==> src/rtl/chess_pkg.sv <==
// Shared constants, types and register map for the chess move-generator feeder path.
package chess_pkg;

    localparam int unsigned NUM_SQUARES = 64;
    localparam int unsigned BOARD_WORDS = 16;
    localparam int unsigned SQUARE_BITS = 8;
    localparam int unsigned WORD_BITS   = 32;
    localparam int unsigned RXCOUNT_W   = $clog2(BOARD_WORDS + 1);
    localparam int unsigned WORD_IDX_W  = $clog2(BOARD_WORDS);

    typedef logic [SQUARE_BITS-1:0] piece_t;

    localparam logic [3:0] REG_CTRL    = 4'd0;
    localparam logic [3:0] REG_BASE    = 4'd1;
    localparam logic [3:0] REG_RXCOUNT = 4'd2;

    typedef enum logic [1:0] {
        StIdle,
        StIssue,
        StDrain,
        StValid
    } loader_state_e;

endpackage

==> src/rtl/avalon_read_burst.sv <==
// Issues N sequential word reads from a base address and counts in-order returns.
module avalon_read_burst
    import chess_pkg::*;
#(
    parameter int unsigned N = BOARD_WORDS
) (
    input  logic                 clk,
    input  logic                 rst_n,
    input  logic                 i_start,
    input  logic [31:0]          i_base,
    input  logic                 i_rx_en,
    input  logic                 i_waitrequest,
    input  logic                 i_readdatavalid,
    output logic                 o_read,
    output logic [31:0]          o_address,
    output logic                 o_last_accept,
    output logic                 o_rx_fire,
    output logic [RXCOUNT_W-1:0] o_rxcount
);

    logic                 r_read;
    logic [31:0]          r_addr;
    logic [RXCOUNT_W-1:0] r_issued;
    logic [RXCOUNT_W-1:0] r_rxcount;
    logic                 w_accept;

    assign w_accept      = r_read & ~i_waitrequest;
    assign o_last_accept = w_accept & (r_issued == RXCOUNT_W'(N - 1));
    assign o_rx_fire     = i_rx_en & i_readdatavalid & (r_rxcount < RXCOUNT_W'(N));

    assign o_read    = r_read;
    assign o_address = r_addr;
    assign o_rxcount = r_rxcount;

    // Address and read only move on acceptance, so they hold while stalled.
    always_ff @(posedge clk or negedge rst_n) begin
        if (!rst_n) begin
            r_read   <= 1'b0;
            r_addr   <= '0;
            r_issued <= '0;
        end else if (i_start) begin
            r_read   <= 1'b1;
            r_addr   <= i_base;
            r_issued <= '0;
        end else if (w_accept) begin
            r_issued <= r_issued + 1'b1;
            r_addr   <= r_addr + 32'd4;
            if (o_last_accept) begin
                r_read <= 1'b0;
            end
        end
    end

    always_ff @(posedge clk or negedge rst_n) begin
        if (!rst_n) begin
            r_rxcount <= '0;
        end else if (i_start) begin
            r_rxcount <= '0;
        end else if (o_rx_fire) begin
            r_rxcount <= r_rxcount + 1'b1;
        end
    end

endmodule

==> src/rtl/board_loader.sv <==
// Loads a 64-square board image from SDRAM on CPU command and hands it to the move generator.
module board_loader
    import chess_pkg::*;
(
    input  logic                           clk,
    input  logic                           rst_n,
    output logic                           slave_waitrequest,
    input  logic [3:0]                     slave_address,
    input  logic                           slave_read,
    output logic [31:0]                    slave_readdata,
    input  logic                           slave_write,
    input  logic [31:0]                    slave_writedata,
    input  logic                           master_waitrequest,
    output logic [31:0]                    master_address,
    output logic                           master_read,
    input  logic [31:0]                    master_readdata,
    input  logic                           master_readdatavalid,
    output logic                           master_write,
    output logic [31:0]                    master_writedata,
    output logic [BOARD_WORDS*WORD_BITS-1:0] board,
    output logic                           board_valid,
    input  logic                           board_ack
);

    loader_state_e                          r_state;
    loader_state_e                          w_state_d;
    logic [31:0]                            r_base;
    logic [BOARD_WORDS-1:0][WORD_BITS-1:0] r_board;

    logic                 w_start_req;
    logic                 w_start;
    logic                 w_busy;
    logic                 w_rx_en;
    logic                 w_last_accept;
    logic                 w_rx_fire;
    logic [RXCOUNT_W-1:0] w_rxcount;
    logic [RXCOUNT_W-1:0] w_rxcount_next;

    assign slave_waitrequest = 1'b0;
    assign master_write      = 1'b0;
    assign master_writedata  = '0;

    assign w_start_req = slave_write && (slave_address == REG_CTRL);
    assign w_busy      = (r_state == StIssue) || (r_state == StDrain);
    assign w_rx_en     = w_busy;
    // Starts arriving mid-load are dropped; only idle or a finished board can restart.
    assign w_start     = w_start_req && !w_busy;
    assign w_rxcount_next = w_rxcount + RXCOUNT_W'(w_rx_fire);

    avalon_read_burst #(
        .N (BOARD_WORDS)
    ) u_burst (
        .clk             (clk),
        .rst_n           (rst_n),
        .i_start         (w_start),
        .i_base          (r_base),
        .i_rx_en         (w_rx_en),
        .i_waitrequest   (master_waitrequest),
        .i_readdatavalid (master_readdatavalid),
        .o_read          (master_read),
        .o_address       (master_address),
        .o_last_accept   (w_last_accept),
        .o_rx_fire       (w_rx_fire),
        .o_rxcount       (w_rxcount)
    );

    always_ff @(posedge clk or negedge rst_n) begin
        if (!rst_n) begin
            r_state <= StIdle;
        end else begin
            r_state <= w_state_d;
        end
    end

    always_comb begin
        w_state_d = r_state;
        unique case (r_state)
            StIdle: begin
                if (w_start) begin
                    w_state_d = StIssue;
                end
            end
            StIssue: begin
                if (w_last_accept) begin
                    w_state_d = (w_rxcount_next == RXCOUNT_W'(BOARD_WORDS)) ? StValid : StDrain;
                end
            end
            StDrain: begin
                if (w_rxcount_next == RXCOUNT_W'(BOARD_WORDS)) begin
                    w_state_d = StValid;
                end
            end
            StValid: begin
                // A fresh start beats a simultaneous acknowledge.
                if (w_start) begin
                    w_state_d = StIssue;
                end else if (board_ack) begin
                    w_state_d = StIdle;
                end
            end
            default: w_state_d = StIdle;
        endcase
    end

    always_ff @(posedge clk or negedge rst_n) begin
        if (!rst_n) begin
            r_base <= '0;
        end else if (slave_write && (slave_address == REG_BASE)) begin
            r_base <= slave_writedata & ~32'h3;
        end
    end

    always_ff @(posedge clk or negedge rst_n) begin
        if (!rst_n) begin
            r_board <= '0;
        end else if (w_rx_fire) begin
            r_board[w_rxcount[WORD_IDX_W-1:0]] <= master_readdata;
        end
    end

    assign board       = r_board;
    assign board_valid = (r_state == StValid);

    always_comb begin
        slave_readdata = '0;
        if (slave_read) begin
            case (slave_address)
                REG_CTRL:    slave_readdata = {30'b0, w_busy, board_valid};
                REG_BASE:    slave_readdata = r_base;
                REG_RXCOUNT: slave_readdata = {{(32 - RXCOUNT_W){1'b0}}, w_rxcount};
                default:     slave_readdata = '0;
            endcase
        end
    end

endmodule

==> config.mk <==
export PLATFORM = sky130hd
export DESIGN_NAME = board_loader
export DESIGN_NICKNAME = d
export VERILOG_FILES = /design/src/rtl/chess_pkg.sv /design/src/rtl/avalon_read_burst.sv /design/src/rtl/board_loader.sv
export SDC_FILE = /design/constraint.sdc
export NUM_CORES = 1
export LEC_CHECK = 0
export ABC_CLOCK_PERIOD_IN_PS = 4400
export CAP_MARGIN = 20
export CORE_AREA = 2 2 266 268
export DETAILED_ROUTE_END_ITERATION = 7
export DIE_AREA = 0 0 268 270
export GPL_ROUTABILITY_DRIVEN = 0
export SLEW_MARGIN = 15
export SYNTH_ARGS = -nofsm -noshare
export SYNTH_HDL_FRONTEND = slang
export SYNTH_SLANG_ARGS = --single-unit
==> constraint.sdc <==
create_clock -name clk -period 4.4 [get_ports clk]
set_input_delay 0.88 -clock clk [delete_from_list [all_inputs] [get_ports clk]]
set_output_delay 0.88 -clock clk [all_outputs]
set_load 0.005 [all_outputs]
==> results by group, run 1 <==
Die
  – Die area: 72400 µm²
  – Initial Utilization: 33.4%
  – Ports: 687
  – Die height: 270 µm
  – Num rows: 97
  – Placeable Area: 69500 µm²
  – Chip width: 268 µm

Finish
  – Post-route insts no fill: 3187
  – Layout area overhead: 42.3%
  – Post-layout nets: 2289
  – Filler cells: 6132
  – Share of cells above drive strength 1: 31.3%

Worst setup path
  – R2r endpoint: r_state[1]
  – Most used cell along the critical path: clkdlybuf4s50_1
  – Worst path max stage delay: 0.55 ns
  – Worst Reg-to-Reg Cells: 11
  – WP data required: 3.52 ns
  – Largest delay share family, worst path: buffers and inverters
  – FF-to-FF setup slack: 1.35 ns
  – Worst Path Max Fanout: 27
  – CP Cell Sequence: clkdlybuf4s50_1 > nor2b_1 > and3_1 > buf_4 > and2_1 > clkdlybuf4s50_1
  – Crit Path Class: in -> out
  – Levels on crit path: 6
  – Critical Path AT: 2.87 ns
  – CP endpoint kind: output pin
  – Slowest-stage cell, CP: clkdlybuf4s50_1
  – CP bufs+invs: 3
  – Crit path launch type: input port
  – RR Startpoint: r_state[0]

GRT
  – Overall Global Routing Usage: 21.2%
  – Initial antenna violation count: 2
  – Largest net degree at the start of global routing: 103
  – Global-route wire length before repair: 113000 µm
  – Remaining Overflow, GRT: 0
  – Vias in the first global route: 16.3k

CTS
  – Post CTS Setup Buffer Count: 0
  – Cts repair resizes: 0
  – Clk_lat worst skew: 0.60 ns
  – Total CTS buffers: 68
  – CTS clock-pin slew for the worst setup and hold paths: 0.06 ns
  – CTS tree: built
  – Clock Tree Root: clkbuf_16
  – CTS Hold Bufs: 0
  – Sinks on Clock Net: 585
  – H-tree depth: 3
  – Worst-case clock buffer depth: 3

Timing
  – Tcrit/Tclk final: 85.3%
  – Pins over their slew limit: 0
  – Setup TNS Final: 0 ns
  – Final hold viol count: 0
  – RSZ-0062 raised after global routing: no
  – Setup violations, final: 0
  – Worst-margin pin slew: 0.955 ns
  – Max Clock Freq: 266 MHz
  – Setup Skew: 0.0240 ns
  – Relative slew slack: 36.1%
  – Final Critical Period: 3.75 ns

Pwr
  – Leakage power: 14.7 nW
  – Max VDD drop: 361 µV
  – PwrDens: 690 nW/µm²

Yosys
  – Register area share after synthesis: 63.0%
  – Post-synth top flop: dfrtp_1
  – Cell count after synthesis: 1541
  – Avg Cell Area, Syn: 15.1 µm²
  – Synthesized cell area: 23200 µm²
  – Async SR Flop Fraction: 100%
  – Post-synth EDFFs: 0
  – Number of distinct library cells after synthesis: 40
  – Register bit total from synthesis: 585
  – Syn. warnings: 0

Placement
  – Placed cells: 3070
  – I/O Buffers: 648
  – Hpwl dp: 53900 µm

Flow run
  – Max_cap viols: 0

Drt
  – DRT iter0 DRCs: 628
  – Via-per-instance ratio: 4.74
  – Post-detailed-route wirelength per cell: 24.2 µm
  – Post-DRT Antenna Nets: 0
  – DRC viols: 0
  – DR vias: 15.1k
  – DRT Pass-1 Iters: 4
  – Total wire length: 77200 µm

Hold path
  – Hold Crit Class: in -> async

Run status
  – Status: completed
==> synth_stat cells, types with 4 or more instances <==
cell type	count	area (µm²)
nor2_2	4	25.0
ha_1	14	175
and3_1	10	62.6
buf_4	47	353
nand4_1	14	87.6
xor2_1	27	236
and2_1	28	175
nand2_1	48	180
mux2_2	536	6040
dfrtp_1	585	14600
mux2i_1	4	40.0
nor2_1	31	116
clkbuf_1	47	176
inv_1	6	22.5
a21oi_1	4	20.0
mux2_1	10	113
buf_2	41	205
xnor2_1	9	78.8
o21ai_1	7	35.0
o21ai_0	19	95.1
nand3_1	20	100
==> placed cells by master (no fill, tap or decap), types with 13 or more instances in the layout <==
cell type | synthesis | routed
buf_4 | 47 | 30
clkbuf_16 | 0 | 68
clkbuf_1 | 47 | 13
dfrtp_1 | 585 | 585
nand4_1 | 14 | 14
clkbuf_8 | 0 | 13
nor2_1 | 31 | 23
nand3_1 | 20 | 16
nand2_1 | 48 | 48
clkdlybuf4s50_1 | 0 | 647
and2_1 | 28 | 28
xor2_1 | 27 | 27
mux2_2 | 536 | 536
ha_1 | 14 | 14
conb_1 | 1 | 36
o21ai_0 | 19 | 19
==> flip-flops by register name (all words and copies together) (netlist names) <==
signal	count
r_base	30
u_burst.o_rxcount	5
u_burst.o_address	30
u_burst.r_issued	5
board	512
u_burst.o_read	1
r_state	2
==> cell type report <==
| class | count | area [µm²] | share of cell area (%) |
|---|---|---|---|
| diodes | 2 | 5.00 | 0.0151 |
| clock buffers | 94 | 1930 | 5.83 |
| clock inverters | 21 | 290 | 0.878 |
| inverters | 6 | 22.5 | 0.0681 |
| multi-input cells | 850 | 8080 | 24.4 |
| flip-flops and latches | 585 | 14600 | 44.3 |
| well taps | 940 | 1180 | 3.56 |
| repair buffers | 689 | 6940 | 21.0 |
==> worst max-delay path by stage <==
stage                     slack (ns)              from                  to
after global placement          0.72  slave_address[0]  slave_readdata[29]
final                           0.65  slave_address[0]  slave_readdata[29]
after CTS                       0.64  slave_address[0]  slave_readdata[29]
after detailed placement        0.65  slave_address[0]  slave_readdata[29]
after floorplan                 1.68  slave_address[0]  slave_readdata[11]
after global routing            0.55  slave_address[0]  slave_readdata[29]
==> power breakdown <==
| part | switching, W | leakage [nW] | internal [W] |
|---|---|---|---|
| clock | 0.00230 | 1.10 | 0.00332 |
| sequential | 0.00137 | 7.62 | 0.00754 |
| combinational | 0.00296 | 6.01 | 0.00532 |
==> worst register-to-register path, delay by kind of cell (launching register included) <==
family / cells / cell delay (ns)
AOI/OAI and AO/OA: 2 / 0.52
adders and majority gates: 3 / 0.75
buffers and inverters: 2 / 0.34
DFF: 1 / 0.38
muxes: 1 / 0.32
and+or+nand+nor: 3 / 0.62
==> routing by layer <==
layer  vias up  routed length, µm  global-route usage, %
met5         -                  0                      0
met4         0               2530                   7.07
met3       121               6010                   7.23
met2       512              38700                   36.2
met1      7868              30100                   24.9
li1       6608                  -                      -
==> kinds of logic after synthesis <==
logic type	count (synthesis)	synth area share (%)
multiplexers	551	26.7
other	1	0.0161
flip-flops	585	63.0
adder cells (fa/ha/maj)	14	0.754
AND/OR/NAND/NOR	175	4.02
XOR/XNOR	36	1.36
buffers and inverters	141	3.26
AO/OA/AOI/OAI	38	0.926
==> stage by stage <==
step / hold WS [ns] / total power (W) / setup WS, ns / area, µm² / util, %
CTS: 0.386 / 0.0231 / 0.640 / 33100 / 47.6
global route: 0.419 / 0.0240 / 0.552 / 33100 / 47.6
global placement: 0.470 / 0.0171 / 0.717 / 30900 / 44.4
finish: 0.371 / 0.0228 / 0.645 / 33100 / 47.6
detailed placement: 0.478 / 0.0173 / 0.646 / 30900 / 44.4
floorplan: 0.458 / 0.0115 / 1.68 / 23400 / -
Note: power is estimated with default switching activity, not from simulation.
==> run 2, diff against run 1 <==
--- a/config.mk
+++ b/config.mk
@@ -5,11 +5,13 @@
 export SDC_FILE = /design/constraint.sdc
 export NUM_CORES = 1
 export LEC_CHECK = 0
+export ABC_AREA = 1
 export ABC_CLOCK_PERIOD_IN_PS = 4400
 export CAP_MARGIN = 20
-export CORE_AREA = 2 2 266 268
+export CORE_AREA = 4 4 267 269
+export CTS_CLUSTER_DIAMETER = 150
 export DETAILED_ROUTE_END_ITERATION = 7
-export DIE_AREA = 0 0 268 270
+export DIE_AREA = 0 0 271 273
 export GPL_ROUTABILITY_DRIVEN = 0
 export SLEW_MARGIN = 15
 export SYNTH_ARGS = -nofsm -noshare
==> run 2 against run 1 <==
  * Routed wire length up 15%
  * Via count up 27%
  * Area after synthesis down 1.1%
  * Utilization about the same
  * Register-to-register slack better by 0.19 ns
  * Die area up 2.2%
  * Final cell count up 24%
  * Setup slack worse by 0.069 ns
  * Design area down 1.4%
  * First-iteration DRC count up 110%
  * Clock skew up 0.0047 ns
  * Highest routed layer unchanged
  * Sequential power up 1%
==> results by group, run 2 <==
Timing
  – Setup violations, final: 0 (unchanged)
  – Pins over their slew limit: 0 (unchanged)
  – Setup TNS Final: 0 ns (unchanged)
  – Final Critical Period: 3.82 ns (was 3.75 ns)
  – Max Clock Freq: 261 MHz (was 266 MHz)
  – Worst-margin pin slew: 1.05 ns (was 0.955 ns)
  – Relative slew slack: 30.3% (was 36.1%)
  – Final WS setup: 0.576 ns (was 0.645 ns)
  – RSZ-0062 raised after global routing: no (unchanged)
  – Final hold viol count: 0 (unchanged)
  – Tcrit/Tclk final: 86.9% (was 85.3%)
  – Setup Skew: 0.0287 ns (was 0.0240 ns)

Pwr
  – PwrDens: 715 nW/µm² (was 690 nW/µm²)
  – Max VDD drop: 401 µV (was 361 µV)
  – Power consumption: 0.0233 W (was 0.0228 W)
  – Leakage power: 14.7 nW (about the same)

Worst setup path
  – CP endpoint kind: output pin (unchanged)
  – Critical Path AT: 2.94 ns (was 2.87 ns)
  – Crit Path Class: reg -> out (was in -> out)
  – Worst Path Max Fanout: 12 (was 27)
  – Crit path launch type: flip-flop (was input port)
  – WP data required: 3.52 ns (about the same)

CTS
  – Total CTS buffers: 66 (was 68)
  – Clock Tree Root: clkbuf_16 (unchanged)
  – Post CTS Setup Buffer Count: 0 (unchanged)
  – CTS Hold Bufs: 0 (unchanged)
  – Cts repair resizes: 0 (unchanged)
  – CTS tree: built (unchanged)
  – Clk_lat worst skew: 0.62 ns (was 0.60 ns)
  – CTS clock-pin slew for the worst setup and hold paths: 0.06 ns (about the same)
  – Worst-case clock buffer depth: 3 (unchanged)
  – H-tree depth: 3 (unchanged)
  – Sinks on Clock Net: 585 (unchanged)

Finish
  – Final Util: 47.6% (about the same)
  – Post-layout nets: 3070 (was 2289)
  – Layout area overhead: 42.0% (was 42.3%)
  – Most frequent cells in the layout: nand2_1, clkdlybuf4s50_1, dfrtp_1 (was clkdlybuf4s50_1, dfrtp_1, mux2_2)
  – Share of cells above drive strength 1: 6.27% (was 31.3%)
  – Commonest non-fill, non-tap cell in the layout: nand2_1 (was clkdlybuf4s50_1)
  – Post-route cell area: 32600 µm² (was 33100 µm²)
  – Max reg flops: 512 (unchanged)

Hold path
  – Hold Crit Class: in -> async (unchanged)

Placement
  – Hpwl dp: 62900 µm (was 53900 µm)
  – I/O Buffers: 648 (unchanged)
  – Pre-CTS setup slack: 0.785 ns (was 0.646 ns)
  – DP Area: 30300 µm² (was 30900 µm²)

Drt
  – DRC viols: 0 (unchanged)
  – Via-per-instance ratio: 4.83 (was 4.74)
  – Post-detailed-route wirelength per cell: 22.4 µm (was 24.2 µm)
  – DRT iter0 DRCs: 1337 (was 628)
  – DRT Pass-1 Iters: 5 (was 4)
  – Post-DRT Antenna Nets: 0 (unchanged)
  – DR vias: 19.1k (was 15.1k)
  – Total wire length: 88600 µm (was 77200 µm)

Yosys
  – Top-count cell post-synth: nand2_1 (was dfrtp_1)
  – Number of distinct library cells after synthesis: 40 (unchanged)
  – Async SR Flop Fraction: 100% (unchanged)
  – Synthesized cell area: 23000 µm² (was 23200 µm²)
  – Top cell type's share of synthesized area: 63.7% (was 63.0%)
  – Post-synth top flop: dfrtp_1 (unchanged)
  – Top post-synthesis cells by area: dfrtp_1, nand2_1, o21ai_1 (was dfrtp_1, mux2_2, buf_4)
  – Post-synth top cells: nand2_1, dfrtp_1, o21ai_1 (was dfrtp_1, mux2_2, nand2_1)
  – Register bit total from synthesis: 585 (unchanged)
  – Register area share after synthesis: 63.7% (was 63.0%)
  – Syn. warnings: 0 (unchanged)
  – Post-synth top area cell: dfrtp_1 (unchanged)
  – Avg Cell Area, Syn: 9.68 µm² (was 15.1 µm²)
  – Cell count after synthesis: 2373 (was 1541)
  – Post-synth EDFFs: 0 (unchanged)

GRT
  – Vias in the first global route: 19.5k (was 16.3k)
  – Initial antenna violation count: 4 (was 2)
  – Largest net degree at the start of global routing: 100 (was 103)
  – Global-route wire length before repair: 131000 µm (was 113000 µm)
  – Remaining Overflow, GRT: 0 (unchanged)
  – Overall Global Routing Usage: 23.5% (was 21.2%)

Die
  – Placeable Area: 68600 µm² (was 69500 µm²)
  – Initial Utilization: 33.5% (was 33.4%)
  – Chip width: 271 µm (was 268 µm)
  – Num rows: 96 (was 97)
  – Ports: 687 (unchanged)
  – Die height: 273 µm (was 270 µm)
  – Die area: 74000 µm² (was 72400 µm²)

Run status
  – Status: completed (unchanged)

Flow run
  – Max_cap viols: 0 (unchanged)
[run 2: changes by cell type in the layout (fill, tap and decap cells not counted), moves of 11 or more]
cell / delta
nand3_1: +20
o21ai_0: +235
a21oi_1: +34
inv_1: +107
nor2_1: +94
mux2_2: -534
and2_1: -28
nand2_1: +630
o21ai_1: +251
o22ai_1: +15
nand4_4: +11
xor2_1: -19
[run 2: critical path: stages, from the launching register on]
cell             delay [ns]
dfrtp_1                0.77
inv_1                  0.61
o22ai_1                0.30
inv_1                  0.07
nor2_1                 0.10
clkdlybuf4s50_1        0.50
[run 2: power breakdown]
group	internal [W]	switching, W
clock network	0.00350	0.00234
logic	0.00461	0.00386
registers	0.00753	0.00150
[run 2: layout make-up]
type / count / area, µm²
tap: 931 / 1160
clock buffer: 91 / 1920
fill: 6354 / 36000
clock inverter: 24 / 413
multi-input combinational: 1519 / 7080
sequential: 585 / 14600
timing repair buffer: 691 / 6950
antenna: 2 / 5.00
inverter: 118 / 450
[run 2: routing by layer]
metal | wire, µm | global-route usage, % | up-vias
met5 | 0 | 0 | -
met4 | 2840 | 7.76 | 0
met3 | 8810 | 8.75 | 137
met2 | 43700 | 40.2 | 772
met1 | 33300 | 27.4 | 9378
li1 | - | - | 8848
[run 2: logic make-up (layout without fill, tap and decap cells)]
group	count (synthesis)	count (layout)	share of synthesized area, %
AND/OR/NAND/NOR	864	864	15.4
AO/OA/AOI/OAI	588	588	13.2
flip-flops	585	585	63.7
buffers and inverters	304	924	6.24
XOR/XNOR	15	15	0.572
adder cells (fa/ha/maj)	14	14	0.762
multiplexers	2	2	0.0980
other	1	38	0.0163
[run 2: final timing paths]
| check | cells past startpoint | from | to | slack (ns) |
|---|---|---|---|---|
| worst max-delay path | 5 | u_burst.o_rxcount[2] | slave_readdata[2] | 0.58 |
| worst max register to register | 6 | u_burst.o_rxcount[2] | board[504] | 1.54 |
| worst min-delay path | 1 | rst_n | board[390] | 0.38 |
| max in group asynchronous | 3 | rst_n | board[389] | 2.95 |
| min in group clk | 2 | board[501] | board[501] | 0.48 |
| worst min register to register | 2 | board[501] | board[501] | 0.48 |
[run 2: stage by stage]
stage / hold slack (ns) / cells
floorplan: 0.465 / 2408
global placement: 0.467 / 3841
detailed placement: 0.467 / 3843
CTS: 0.380 / 3958
global route: 0.427 / 3961
finish: 0.380 / 3961
